### config.mk
export PLATFORM = sky130hd
export DESIGN_NAME = donut_ray_sequencer
export DESIGN_NICKNAME = d
export VERILOG_FILES = /design/src/rtl/donut_ray_sequencer.sv
export SDC_FILE = /design/constraint.sdc
export NUM_CORES = 1
export LEC_CHECK = 0
export ABC_AREA = 1
export BUFFER_PORTS_ARGS = -buffer_cell sky130_fd_sc_hd__buf_2
export CORE_MARGIN = 5
export CORE_UTILIZATION = 45
export CTS_CLUSTER_DIAMETER = 30
export DETAILED_ROUTE_END_ITERATION = 7
export PLACE_DENSITY = 0.7
export REMOVE_ABC_BUFFERS = 1
export SYNTH_ARGS = -nofsm -noshare
export SYNTH_HDL_FRONTEND = slang
export SYNTH_SLANG_ARGS = --single-unit
### constraint.sdc
create_clock -name clk -period 1.95 [get_ports clk]
set_input_delay 0.0975 -clock clk [delete_from_list [all_inputs] [get_ports clk]]
set_output_delay 0.0975 -clock clk [all_outputs]
set_load 0.01 [all_outputs]
### src/rtl/donut_ray_sequencer.sv
// donut_ray_sequencer: raster-order ray initiator for the donut ray-march core; launches a ray,
// waits STEPS march clocks, converts hit/light to an 8-bit shade and offers it on valid/ready.
// Optional build macro DONUT_SEQ_BG_GRADIENT_EN: misses shade as a vertical gradient {row[5:0],2'b00}
// instead of black.
module donut_ray_sequencer #(
    parameter int STEPS = 8,
    parameter int COLS  = 160,
    parameter int ROWS  = 120
) (
    input  logic        clk,
    input  logic        rst_n,
    input  logic        frame_start,
    input  logic [15:0] rx0,
    input  logic [15:0] ry0,
    input  logic [15:0] rz0,
    input  logic [15:0] dxh,
    input  logic [15:0] dyv,
    output logic        start,
    output logic [15:0] rx,
    output logic [15:0] ry,
    output logic [15:0] rz,
    input  logic        hit,
    input  logic [15:0] light,
    output logic        shade_valid,
    input  logic        shade_ready,
    output logic [7:0]  shade,
    output logic [7:0]  shade_col,
    output logic [6:0]  shade_row,
    output logic        frame_done
);
    typedef enum logic [2:0] {IDLE, LAUNCH, MARCH, SAMPLE, OFFER} state_t;

    localparam int SW = $clog2(STEPS + 1);
    localparam logic [SW-1:0] STEP_LAST = SW'(STEPS - 1);
    localparam logic [7:0] COL_LAST = 8'(COLS - 1);
    localparam logic [6:0] ROW_LAST = 7'(ROWS - 1);

    state_t        state_q, state_d;
    logic [SW-1:0] step_q, step_d;
    logic [7:0]    col_q, col_d;
    logic [6:0]    row_q, row_d;
    logic [15:0]   rx_q, rx_d, ry_q, ry_d, rz_q, rz_d;
    logic [15:0]   rx0_q, rx0_d;
    logic          start_q, start_d;
    logic          valid_q, valid_d;
    logic [7:0]    shade_q, shade_d;
    logic [7:0]    shade_col_q, shade_col_d;
    logic [6:0]    shade_row_q, shade_row_d;
    logic          done_q, done_d;
    logic [7:0]    lit, bg;

    // Shade sources: light clamped to 0..255 for hits, background colour for misses
    always_comb begin
        lit = light[15] ? 8'd0 : (|light[14:8]) ? 8'd255 : light[7:0];
`ifdef DONUT_SEQ_BG_GRADIENT_EN
        bg = {row_q[5:0], 2'b00};
`else
        bg = 8'd0;
`endif
    end

    // Next-state logic; frame_start overrides everything, including a same-cycle accept
    always_comb begin
        state_d     = state_q;
        step_d      = step_q;
        col_d       = col_q;
        row_d       = row_q;
        rx_d        = rx_q;
        ry_d        = ry_q;
        rz_d        = rz_q;
        rx0_d       = rx0_q;
        start_d     = 1'b0;
        valid_d     = valid_q;
        shade_d     = shade_q;
        shade_col_d = shade_col_q;
        shade_row_d = shade_row_q;
        done_d      = 1'b0;
        if (frame_start) begin
            col_d   = 8'd0;
            row_d   = 7'd0;
            rx_d    = rx0;
            rx0_d   = rx0;
            ry_d    = ry0;
            rz_d    = rz0;
            valid_d = 1'b0;
            start_d = 1'b1;
            state_d = LAUNCH;
        end else begin
            case (state_q)
                LAUNCH: begin
                    step_d  = '0;
                    state_d = MARCH;
                end
                MARCH: begin
                    step_d  = step_q + 1'b1;
                    state_d = (step_q == STEP_LAST) ? SAMPLE : MARCH;
                end
                SAMPLE: begin
                    shade_d     = hit ? lit : bg;
                    shade_col_d = col_q;
                    shade_row_d = row_q;
                    valid_d     = 1'b1;
                    state_d     = OFFER;
                end
                OFFER: begin
                    if (shade_ready) begin
                        valid_d = 1'b0;
                        if (col_q < COL_LAST) begin
                            col_d   = col_q + 8'd1;
                            rx_d    = rx_q + dxh;
                            start_d = 1'b1;
                            state_d = LAUNCH;
                        end else if (row_q < ROW_LAST) begin
                            col_d   = 8'd0;
                            row_d   = row_q + 7'd1;
                            rx_d    = rx0_q;
                            ry_d    = ry_q + dyv;
                            start_d = 1'b1;
                            state_d = LAUNCH;
                        end else begin
                            done_d  = 1'b1;
                            state_d = IDLE;
                        end
                    end
                end
                default: state_d = IDLE;
            endcase
        end
    end

    // State and registered outputs with synchronous active-low reset
    always_ff @(posedge clk) begin
        if (!rst_n) begin
            state_q     <= IDLE;
            step_q      <= '0;
            col_q       <= 8'd0;
            row_q       <= 7'd0;
            rx_q        <= 16'd0;
            ry_q        <= 16'd0;
            rz_q        <= 16'd0;
            rx0_q       <= 16'd0;
            start_q     <= 1'b0;
            valid_q     <= 1'b0;
            shade_q     <= 8'd0;
            shade_col_q <= 8'd0;
            shade_row_q <= 7'd0;
            done_q      <= 1'b0;
        end else begin
            state_q     <= state_d;
            step_q      <= step_d;
            col_q       <= col_d;
            row_q       <= row_d;
            rx_q        <= rx_d;
            ry_q        <= ry_d;
            rz_q        <= rz_d;
            rx0_q       <= rx0_d;
            start_q     <= start_d;
            valid_q     <= valid_d;
            shade_q     <= shade_d;
            shade_col_q <= shade_col_d;
            shade_row_q <= shade_row_d;
            done_q      <= done_d;
        end
    end

    assign start       = start_q;
    assign rx          = rx_q;
    assign ry          = ry_q;
    assign rz          = rz_q;
    assign shade_valid = valid_q;
    assign shade       = shade_q;
    assign shade_col   = shade_col_q;
    assign shade_row   = shade_row_q;
    assign frame_done  = done_q;
endmodule

==> flow_summary_export.csv <==
group,metric,value,unit
setup_path,reg2reg_to,"col_q[5]",
routing,firstDrtPassIters,5,
hold_path,holdPathEnd,"rx0_q[2]",
floorplanning,rows,43,
job,drv_cap,0,
floorplanning,die_w,128.6,um
logic_synthesis,syn_inst,955,
grt,grt-ovfl-total,0,
clock_network,post_cts.repair.setup_buffers,0,
clock_network,clock_sinks,112,
hold_path,holdPathStages,3,
setup_path,worstSetupPathType,"reg2reg",
place,finalWeightedCongestion,0.8937,
routing,first_iter_violations,259,
layout,regArea,0.002245,mm^2
sta,clock_skew,0.009088,ns
sta,finalCritPeriodShare,0.9025,
setup_path,path_max_fanout,6,
logic_synthesis,synth_seq_cells,112,
clock_network,cts_tree,"built",
sta,drv_slew,0,
grt,grt_max_degree,49,
routing,drc,0,
place,port_buffers,174,
setup_path,r2r_slack,0.19,ns
sta,relSlewSlack,0.6665,
layout,diodes,0,
clock_network,clock_latency,0.36,ns
place,hpwl,12.90,mm
layout,fillers,1408,
setup_path,path_cells,"ha_1 > nand2_1 > inv_2 > nand2_2 > a21boi_2 > nand2_1 > nand3_2 > buf_4 > nor2_1 > nand3_1 > nand2_1 > nor2_1",
clock_network,cts-root-buf,"clkbuf_16",
sta,final-hold-violation-count,0,
setup_path,start_kind,"flop",
layout,fin_nets,1281,
place,place_ws,0.1117,ns
layout,utilization,0.5731,
clock_network,clockBufferDepth,2,
setup_path,reg2reg_depth,12,
routing,vias_per_cell,4.926,
sta,fin_ws,0.1902,ns
setup_path,cpMaxStageDelayCell,"dfxtp_2",
setup_path,rr_startpoint,"col_q[0]",
grt,grt_pass1_vias,6086,
routing,wire_per_inst,12.95,um
logic_synthesis,synth-seq-area-share,0.3541,
sta,fin_crit,1.760,ns
setup_path,cpPeakStageDelay,0.33,ns
place,placed_area,0.007407,mm^2
sta,max_freq,568.2,MHz
logic_synthesis,syn_area,0.006332,mm^2
setup_path,critPathRequiredTime,2.21,ns
logic_synthesis,avgSynthCellArea,6.631,um^2
clock_network,h-tree-depth,3,
hold_path,worstHoldStart,"rx0[2]",
grt,grt_pass1_wl,28.28,mm
floorplanning,die_h,128.6,um
setup_path,cpMostUsedCell,"nand2_1",
grt,grt_usage,0.2082,
floorplanning,initial_core_util,0.4580,
layout,multi_input_area,0.003582,mm^2
layout,areaGrowthSynthToFinish,25.13,%
sta,setup_viol_count_final,0,
floorplanning,die_area,0.01654,mm^2
power_and_ir_drop,powerDensity,679.8,mW/mm^2
sta,worst_pin_slew,0.5002,ns
logic_synthesis,yosys_warnings,0,
clock_network,clkTransAtPathRegs,0.08,ns
setup_path,worstSetupEndpointType,"flop",
power_and_ir_drop,vdd_ir_drop_max,0.0005430,V
sta,rsz0062_at_grt,"no",
setup_path,crit_arrival,2.02,ns
layout,design_area,0.007924,mm^2
floorplanning,core_region_area,0.01383,mm^2
logic_synthesis,synth_cell_type_count,40,
clock_network,cts_buffers,9,
routing,num_vias,6552,
routing,postRouteAntennaNets,0,
power_and_ir_drop,p_leak,4.084,nW
hold_path,holdCritPathClass,"in2reg",
floorplanning,io_pins,175,
run_status,status,"finished clean",
grt,antenna_found_initial,0,
sta,worst_hold_slack,0.01767,ns
sta,setup_tns,0,ns
routing,drt_wl_total,17.22,mm
layout,drive_gt1_frac,0.2087,
## area by class of cell
class | instances | area share
multi-input combinational | 711 | 0.4521
sequential | 112 | 0.2833
timing repair buffer | 209 | 0.1494
inverter | 102 | 0.04911
clock buffer | 9 | 0.02842
tap | 180 | 0.02842
clock inverter | 7 | 0.009316
## placed cells by master (no fill, tap or decap), types with 5 or more instances in the layout
| cell | count |
|---|---|
| clkbuf_16 | 9 |
| inv_2 | 8 |
| nand4_1 | 6 |
| o21ai_0 | 64 |
| nand3_1 | 65 |
| buf_4 | 15 |
| a21boi_0 | 8 |
| nand2_1 | 277 |
| a21oi_1 | 81 |
| dfxtp_1 | 110 |
| nand2_2 | 5 |
| nor2_1 | 106 |
| xor2_1 | 6 |
| xnor2_1 | 12 |
| dlygate4sd3_1 | 20 |
| buf_2 | 174 |
| nor3_1 | 10 |
| o22ai_1 | 5 |
| ha_1 | 32 |
| inv_1 | 91 |
## logic make-up after synthesis
group                    count (synthesis)  synth area share
AND/OR/NAND/NOR                        487            0.3213
AO/OA/AOI/OAI                          171            0.1456
buffers and inverters                  132           0.08259
flip-flops                             112            0.3541
adder cells (fa/ha/maj)                 35           0.07153
XOR/XNOR                                18           0.02490
## report_power, final
part / switching [mW] / internal [mW] / total [mW] / leakage (nW)
sequential: 0.0641 / 2.38 / 2.44 / 0.917
clock: 0.954 / 0.912 / 1.87 / 0.141
combinational: 0.627 / 0.451 / 1.08 / 3.03
## sequential cells by signal, indices dropped and copies added, names as in the netlist, 8 cells and up
signal	flops
shade	8
rx0_q	16
ry	16
rz	16
rx	16
shade_col	8
col_q	8
## cell usage after synthesis
cell type,count,area share
nand4_1,6,0.0059
buf_2,8,0.0063
nand2_4,3,0.0053
o41ai_1,1,0.0014
clkbuf_1,19,0.011
nand3_1,66,0.052
or2_2,1,0.00099
xor2_1,6,0.0083
clkinv_1,1,0.00059
nand2_1,278,0.16
a21oi_4,1,0.0026
buf_4,1,0.0012
nor3_4,1,0.0026
a21oi_1,81,0.064
nor3_1,10,0.0079
inv_1,92,0.055
buf_6,1,0.0018
clkinv_2,1,0.00079
nand3b_1,4,0.0047
nand2_2,4,0.0040
inv_2,7,0.0042
nor2_1,106,0.063
o22ai_1,5,0.0049
fa_1,2,0.0063
xnor2_1,12,0.017
o21bai_1,1,0.0012
a21boi_2,1,0.0018
o21ai_0,65,0.051
o21a_1,2,0.0024
nor2_4,2,0.0036
nand3_2,1,0.0016
nor2_2,4,0.0040
a31oi_1,3,0.0030
a21boi_0,8,0.0095
ha_1,33,0.065
clkinv_4,1,0.0014
nor4_1,1,0.00099
dfxtp_1,112,0.35
buf_1,1,0.00059
o211ai_1,3,0.0036
## worst max-delay path, delay by kind of cell, from the launching register on
kind	cells	cell delay (ns)
simple gates	8	0.83
flops	1	0.33
buf+inv	2	0.23
fa+ha+maj	1	0.20
compound gates	1	0.05
## stage by stage
stage | power (mW) | std cells
after floorplan | 3.150 | 925
after global placement | 3.528 | 1294
after detailed placement | 3.537 | 1294
after CTS | 5.435 | 1330
after global routing | 5.679 | 1330
final | 5.387 | 1330
## repair_timing
item / CTS / global route
endpoints found under the hold margin: 20 / 0
hold buffers: 20 / 0
setup endpoints to repair: 0 / 14
resized for setup: 0 / 9
## worst max path at each step
stage                           to     start  depth (start not counted)  slack [ns]
final                     col_q[5]  col_q[0]                         12        0.19
after global routing         ry[3]  col_q[1]                         11       0.008
after CTS                    rx[4]     rx[0]                         10        0.11
after detailed placement     rx[4]     rx[0]                         10        0.11
after global placement       rx[8]     rx[0]                         12        0.17
after floorplan           col_q[4]  col_q[0]                         12        0.12
## per-layer routing
layer  global-route usage  vias to the layer above  routed length [um]
met5                    0                        -                   0
li1                     -                     3463                   -
met3              0.04608                       16                 931
met1               0.2652                     2910                7823
met2               0.3598                      163                8234
met4              0.05003                        0                 232
(Power assumes the default switching activity.)
